[config.mk]
export PLATFORM = sky130hd
export DESIGN_NAME = procb_thread_sched_flat
export DESIGN_NICKNAME = d
export VERILOG_FILES = /design/src/rtl/procb_thread_sched_if.sv /design/src/rtl/procb_thread_sched.sv /design/src/flat_wrapper.sv
export SDC_FILE = /design/constraint.sdc
export NUM_CORES = 1
export LEC_CHECK = 0
export CAP_MARGIN = 40
export CORE_UTILIZATION = 45
export CTS_CLUSTER_SIZE = 10
export DETAILED_ROUTE_END_ITERATION = 10
export GPL_TIMING_DRIVEN = 0
export HOLD_SLACK_MARGIN = 0.02
export PLACE_DENSITY = 0.66
export SLEW_MARGIN = 20
export SYNTH_ARGS = -nofsm -noshare
export SYNTH_HDL_FRONTEND = slang
export SYNTH_SLANG_ARGS = --single-unit
[constraint.sdc]
create_clock -name CLK -period 4.35 [get_ports CLK]
set_clock_uncertainty 0.05 [all_clocks]
set_input_delay 1.305 -clock CLK [delete_from_list [all_inputs] [get_ports CLK]]
set_output_delay 1.305 -clock CLK [all_outputs]
set_load 0.01 [all_outputs]
[src/rtl/procb_thread_sched_if.sv]
// Thread-address bundle between the process_bytes controller and its thread scheduler.
// Master drives the mask and advance strobes. The slave returns the current, look-ahead and procb thread numbers.
interface procb_thread_sched_if #(
  parameter int N_CC     = 8,
  parameter int THREAD_W = 4
);
  logic [N_CC-1:0]     cc_en;
  logic                set_next_core_ctx_num;
  logic                set_next_seq_num;
  logic                set_next_procb_rd_thread_num;
  logic [THREAD_W-1:0] core_thread_num;
  logic                core_thread_valid;
  logic [THREAD_W-1:0] next_thread_num;
  logic                next_valid;
  logic [THREAD_W-1:0] procb_rd_thread_num;
  logic [THREAD_W-1:0] procb_rd_thread_num2;
  logic                procb_rd_valid;

  modport master (
    output cc_en, set_next_core_ctx_num, set_next_seq_num, set_next_procb_rd_thread_num,
    input  core_thread_num, core_thread_valid, next_thread_num, next_valid,
    input  procb_rd_thread_num, procb_rd_thread_num2, procb_rd_valid
  );

  modport slave (
    input  cc_en, set_next_core_ctx_num, set_next_seq_num, set_next_procb_rd_thread_num,
    output core_thread_num, core_thread_valid, next_thread_num, next_valid,
    output procb_rd_thread_num, procb_rd_thread_num2, procb_rd_valid
  );
endinterface

[src/rtl/procb_thread_sched.sv]
// Round-robin {context, sequence} thread generator for process_bytes; disabled contexts are skipped.
// Every strobe takes effect on the next edge. next_thread_num is the only combinational output. There is no backpressure.
module procb_thread_sched #(
  parameter int N_CORES = 4,
  parameter int N_CTX   = 2,
  parameter int N_SEQ   = 2
) (
  input logic CLK,
  input logic reset,
  procb_thread_sched_if.slave bus
);
  localparam int N_CC     = N_CORES * N_CTX;
  localparam int CC_W     = (N_CC > 1) ? $clog2(N_CC) : 1;
  localparam int SEQ_W    = (N_SEQ > 1) ? $clog2(N_SEQ) : 1;
  localparam int THREAD_W = CC_W + SEQ_W;

  typedef logic [CC_W-1:0]  cc_t;
  typedef logic [SEQ_W-1:0] seq_t;

  // Circular scan for the first enabled context, starting at base (incl) or base+1.
  function automatic logic [CC_W:0] find_en(input logic [N_CC-1:0] en, input cc_t base,
                                            input logic incl);
    logic found;
    cc_t  idx;
    cc_t  j;
    found = 1'b0;
    idx   = '0;
    for (int k = 0; k < N_CC; k++) begin
      j = cc_t'((int'(base) + (incl ? 0 : 1) + k) % N_CC);
      if (!found && en[j]) begin
        found = 1'b1;
        idx   = j;
      end
    end
    return {found, idx};
  endfunction

  cc_t                 cc_cur_q, cc_cur_d, cc_next_q, cc_next_d;
  logic                next_valid_q, next_valid_d;
  logic                core_thread_valid_q, core_thread_valid_d;
  logic                procb_rd_valid_q, procb_rd_valid_d;
  seq_t                seq_r_q, seq_r_d;
  seq_t                seq_q [N_CC];
  seq_t                seq_d [N_CC];
  logic [THREAD_W-1:0] procb_q, procb_d, procb2_q, procb2_d;
  seq_t                seq_cur_inc;
  logic                seq_adv;
  logic [CC_W:0]       search;

  always_comb begin
    seq_d               = seq_q;
    cc_cur_d            = cc_cur_q;
    core_thread_valid_d = core_thread_valid_q;
    seq_r_d             = seq_r_q;
    procb_d             = procb_q;
    procb2_d            = procb2_q;
    procb_rd_valid_d    = procb_rd_valid_q;

    seq_adv     = (N_SEQ > 1) && bus.set_next_seq_num && core_thread_valid_q;
    seq_cur_inc = (seq_q[cc_cur_q] == seq_t'(N_SEQ - 1)) ? '0 : seq_q[cc_cur_q] + seq_t'(1);
    if (seq_adv) seq_d[cc_cur_q] = seq_cur_inc;

    // Loads read seq_d so a same-cycle increment of the current context is not lost.
    if (bus.set_next_core_ctx_num) begin
      cc_cur_d            = next_valid_q ? cc_next_q : cc_cur_q;
      core_thread_valid_d = next_valid_q;
      seq_r_d             = seq_d[cc_next_q];
      search              = find_en(bus.cc_en, cc_next_q, 1'b0);
    end else begin
      search = find_en(bus.cc_en, cc_cur_q, !core_thread_valid_q);
    end
    {next_valid_d, cc_next_d} = search;

    if (bus.set_next_procb_rd_thread_num) begin
      procb_d          = {cc_next_q, seq_d[cc_next_q]};
      procb2_d         = {cc_next_q, seq_d[cc_next_q]};
      procb_rd_valid_d = next_valid_q;
    end
  end

  // procb2_q duplicates procb_q on purpose: each copy feeds a different far-away consumer.
  always_ff @(posedge CLK) begin
    if (reset) begin
      cc_cur_q            <= '0;
      cc_next_q           <= '0;
      next_valid_q        <= 1'b0;
      core_thread_valid_q <= 1'b0;
      seq_r_q             <= '0;
      procb_q             <= '0;
      procb2_q            <= '0;
      procb_rd_valid_q    <= 1'b0;
      for (int i = 0; i < N_CC; i++) seq_q[i] <= '0;
    end else begin
      cc_cur_q            <= cc_cur_d;
      cc_next_q           <= cc_next_d;
      next_valid_q        <= next_valid_d;
      core_thread_valid_q <= core_thread_valid_d;
      seq_r_q             <= seq_r_d;
      procb_q             <= procb_d;
      procb2_q            <= procb2_d;
      procb_rd_valid_q    <= procb_rd_valid_d;
      for (int i = 0; i < N_CC; i++) seq_q[i] <= seq_d[i];
    end
  end

  assign bus.core_thread_num      = {cc_cur_q, seq_r_q};
  assign bus.core_thread_valid    = core_thread_valid_q;
  assign bus.next_thread_num      = {cc_next_q, seq_q[cc_next_q]};
  assign bus.next_valid           = next_valid_q;
  assign bus.procb_rd_thread_num  = procb_q;
  assign bus.procb_rd_thread_num2 = procb2_q;
  assign bus.procb_rd_valid       = procb_rd_valid_q;
endmodule
[src/flat_wrapper.sv]
// flat-port wrapper written by rule: the top's interface ports become plain ports
module procb_thread_sched_flat 
#(
  parameter int N_CORES = 4,
  parameter int N_CTX   = 2,
  parameter int N_SEQ   = 2
)
  (CLK, reset, bus_cc_en, bus_set_next_core_ctx_num, bus_set_next_seq_num, bus_set_next_procb_rd_thread_num, bus_core_thread_num, bus_core_thread_valid, bus_next_thread_num, bus_next_valid, bus_procb_rd_thread_num, bus_procb_rd_thread_num2, bus_procb_rd_valid);
  procb_thread_sched_if bus_i ();
  input logic CLK;
  input logic reset;
  input wire logic [$bits(bus_i.cc_en)-1:0] bus_cc_en;
  input wire logic [$bits(bus_i.set_next_core_ctx_num)-1:0] bus_set_next_core_ctx_num;
  input wire logic [$bits(bus_i.set_next_seq_num)-1:0] bus_set_next_seq_num;
  input wire logic [$bits(bus_i.set_next_procb_rd_thread_num)-1:0] bus_set_next_procb_rd_thread_num;
  output wire logic [$bits(bus_i.core_thread_num)-1:0] bus_core_thread_num;
  output wire logic [$bits(bus_i.core_thread_valid)-1:0] bus_core_thread_valid;
  output wire logic [$bits(bus_i.next_thread_num)-1:0] bus_next_thread_num;
  output wire logic [$bits(bus_i.next_valid)-1:0] bus_next_valid;
  output wire logic [$bits(bus_i.procb_rd_thread_num)-1:0] bus_procb_rd_thread_num;
  output wire logic [$bits(bus_i.procb_rd_thread_num2)-1:0] bus_procb_rd_thread_num2;
  output wire logic [$bits(bus_i.procb_rd_valid)-1:0] bus_procb_rd_valid;
  assign bus_i.cc_en = bus_cc_en;
  assign bus_i.set_next_core_ctx_num = bus_set_next_core_ctx_num;
  assign bus_i.set_next_seq_num = bus_set_next_seq_num;
  assign bus_i.set_next_procb_rd_thread_num = bus_set_next_procb_rd_thread_num;
  assign bus_core_thread_num = bus_i.core_thread_num;
  assign bus_core_thread_valid = bus_i.core_thread_valid;
  assign bus_next_thread_num = bus_i.next_thread_num;
  assign bus_next_valid = bus_i.next_valid;
  assign bus_procb_rd_thread_num = bus_i.procb_rd_thread_num;
  assign bus_procb_rd_thread_num2 = bus_i.procb_rd_thread_num2;
  assign bus_procb_rd_valid = bus_i.procb_rd_valid;
  procb_thread_sched #(.N_CORES(N_CORES), .N_CTX(N_CTX), .N_SEQ(N_SEQ)) u_core (.CLK(CLK), .reset(reset), .bus(bus_i));
endmodule
==> flow_summary.toml <==
[run_status]
outcome = "complete, no violations"

[clocking]
cts.clk_slew.worst_paths_ps = 70
cts_buffers = 3
cts_buffer_depth = 2
htreeDepth = 1
cts_tree = "done"
clock-sinks = 22
post_cts_buffers = 0
clockRootBuffer = "clkbuf_8"
clk_latency_ps = 270

[synth]
yosys-top-cells-count = "nor2_1 (35), nand2_1 (27), mux2i_1 (26)"
synth_ff_type = "dfxtp_1"
synth.area.top_cells = "mux4_2 (20%), dfxtp_1 (16%), mux2i_1 (9.3%)"
netlist_instances = 309
avgSynthCellArea_um2 = 9.05
netlist_area_um2 = 2800
synth-seq-cells = 22
synthDominantAreaCellType = "mux4_2"
synth_edf_count = 0
yosys_warnings = 0
ys_seq_area_share_pct = 15.7
synth_top_area_share_pct = 20.1
yosysMostFrequentCell = "nor2_1"
syn_nets = 329
synth.distinct_cells = 57
ys_async_sr_fraction_pct = 0

[timing]
finalHoldViolations = 0
fin_setup_tns_ps = 0
period_share_pct = 94.9
finalSetupViolations = 0
drv_slew = 0
period_minus_slack_ps = 4130
worstMarginPinSlew_ps = 686
rsz0062_at_grt = "no"
holdWs_ps = 441
fmax_mhz = 242
slew_headroom_pct = 54.3

[detailed_routing]
routed_via_density = 6.05
post_drt_wl_per_cell_um = 16.4
drt_wl_total_um = 6840
vias = 2530
remaining_drc_errors = 0
ant_nets = 0
firstDrtPassIters = 4
drtIter0Drc = 167

[layout]
area_growth_pct = 16.7
fill_cells = 580
nets = 364
seqCellArea_um2 = 440
multi_input_area_um2 = 2160
drive_gt1_share_pct = 18.7
n_antenna_cell = 0

[pwr]
cellLeakagePower_nw = 1.20
switching_share_pct = 44.9
switchingPower_w = 0.000859
comb_power_share_pct = 76.8
internal-power_w = 0.00105
seqPwrFrac_pct = 13.2
power_density_nw_per_um2 = 586
irDropWorstVdd_v = 0.000564
pwr-share-clk_pct = 10.0

[worst_setup_path]
arrival_ps = 4260
rr_endpoint = "u_core.cc_next_q[0]"
reg2reg_from = "u_core.bus.core_thread_valid"
ff2ff_path_depth = 12
crit_end = "u_core.cc_next_q[0]"
cp-start-kind = "input pin"
crit_start = "bus_cc_en[2]"
crit_fanout = 10
required_ps = 4480
r2r_slack_ps = 340
crit_type = "input pin to flop"
worstSetupEndpointType = "flop"

[placed_design]
gp_congestion = 0.825
io_buffers = 30
dpl.hpwl_um = 5330

[flow_run]
cap_violations = 0

[floorplan]
initial_core_util_pct = 47.0
die_h_um = 80.8
io_pins = 32
fp.dieW_um = 80.8
rows = 28
die-area_um2 = 6530
core_um2 = 5960

[grt]
grt_pass1_wl_um = 11700
first_global_vias = 2359
grt_usage_pct = 22.7
gr-total-overflow = 0
antenna_found_initial = 0
grt_max_degree = 14

[hold_path]
min_path_type = "flop to flop"
timing repair:
item / 4_1_cts / 5_1_grt
resized for setup: 0 / 2
setup endpoints to repair: 0 / 1
hold buffers: 0 / 0
worst min-delay path by stage:
stage	startpoint	endpoint	slack, ps	cells past startpoint
6_report	u_core.bus.procb_rd_valid	u_core.bus.procb_rd_valid	440	2
4_1_cts	u_core.bus.procb_rd_valid	u_core.bus.procb_rd_valid	450	2
2_1_floorplan	u_core.seq_r_q	u_core.seq_r_q	430	2
3_5_place_dp	u_core.bus.procb_rd_valid	u_core.bus.procb_rd_valid	430	2
5_1_grt	u_core.bus.procb_rd_thread_num[3]	u_core.bus.procb_rd_thread_num[3]	510	2
3_3_place_gp	u_core.bus.procb_rd_valid	u_core.bus.procb_rd_valid	430	2
per-layer routing:
metal	vias up	share of wire, %	routed length (µm)	GRT usage [%]
met5	-	0	0	0
li1	1237	-	-	-
met4	0	0.67	46	3.21
met2	61	47	3250	37.6
met3	6	3.3	224	2.81
met1	1226	49	3320	32.3
through the flow:
| step | setup slack [ps] | utilization (%) | power, W | instances | cell area [µm²] |
|---|---|---|---|---|---|
| 5_1_grt | 71.2 | 54.8 | 0.00205 | 418 | 3260 |
| 6_report | 222 | 54.8 | 0.00191 | 418 | 3260 |
| 3_3_place_gp | 2.36 | 53.6 | 0.00170 | 414 | 3190 |
| 4_1_cts | 77.1 | 54.8 | 0.00190 | 418 | 3260 |
| 2_1_floorplan | 662 | - | 0.00141 | 309 | 2800 |
| 3_5_place_dp | -18.9 | 53.6 | 0.00171 | 414 | 3190 |
worst max-delay path, stage by stage:
cell and delay [ps]:
clkdlybuf4s50_1 430, clkbuf_1 230, mux4_2 580, mux2_4 330
and4b_1 260, nand3_2 110, o221a_1 280, or4_1 480
a311oi_2 240
power by group through the flow:
stage	combinational [W]	clock, W	sequential (W)
2_1_floorplan	0.00115	0	0.000257
3_3_place_gp	0.00144	0	0.000257
3_5_place_dp	0.00145	0	0.000256
4_1_cts	0.00146	0.000194	0.000252
5_1_grt	0.00159	0.000203	0.000255
6_report	0.00147	0.000191	0.000251
cells in the final DEF (no fill, tap or decap), types with 8 or more instances in the layout:
cell,n
nor2_1,35
clkdlybuf4s50_1,30
nand2_1,27
mux2i_1,26
mux4_2,25
dfxtp_1,22
clkbuf_1,16
mux2_2,16
a21oi_1,16
o21ai_0,11
inv_1,8
nand3_1,8
cell type report:
cell class / instances / share of cell area [%]
repair buffers: 30 / 9.20
multi-input cells: 246 / 66.2
plain buffers: 32 / 5.02
clock inverters: 1 / 0.920
well taps: 75 / 2.88
clock buffers: 3 / 1.27
inverters: 9 / 1.04
flip-flops and latches: 22 / 13.5
cells by family (layout without fill, tap and decap cells):
logic type	count (synthesis)	in the layout	synth area share (%)
multiplexers	69	69	37.2
adder cells (fa/ha/maj)	7	7	3.13
buffers and inverters	41	75	7.02
AO/OA/AOI/OAI	58	58	14.1
flip-flops	22	22	15.7
XOR/XNOR	11	11	5.91
AND/OR/NAND/NOR	101	101	16.9
registers in the layout, indices dropped and copies added (netlist names):
signal	count
u_core.cc_cur_q	3
u_core.bus.core_thread_valid	1
u_core.bus.next_valid	1
u_core.seq_q	8
u_core.bus.procb_rd_thread_num	4
u_core.seq_r_q	1
u_core.bus.procb_rd_valid	1
u_core.cc_next_q	3
(Power assumes the default switching activity.)
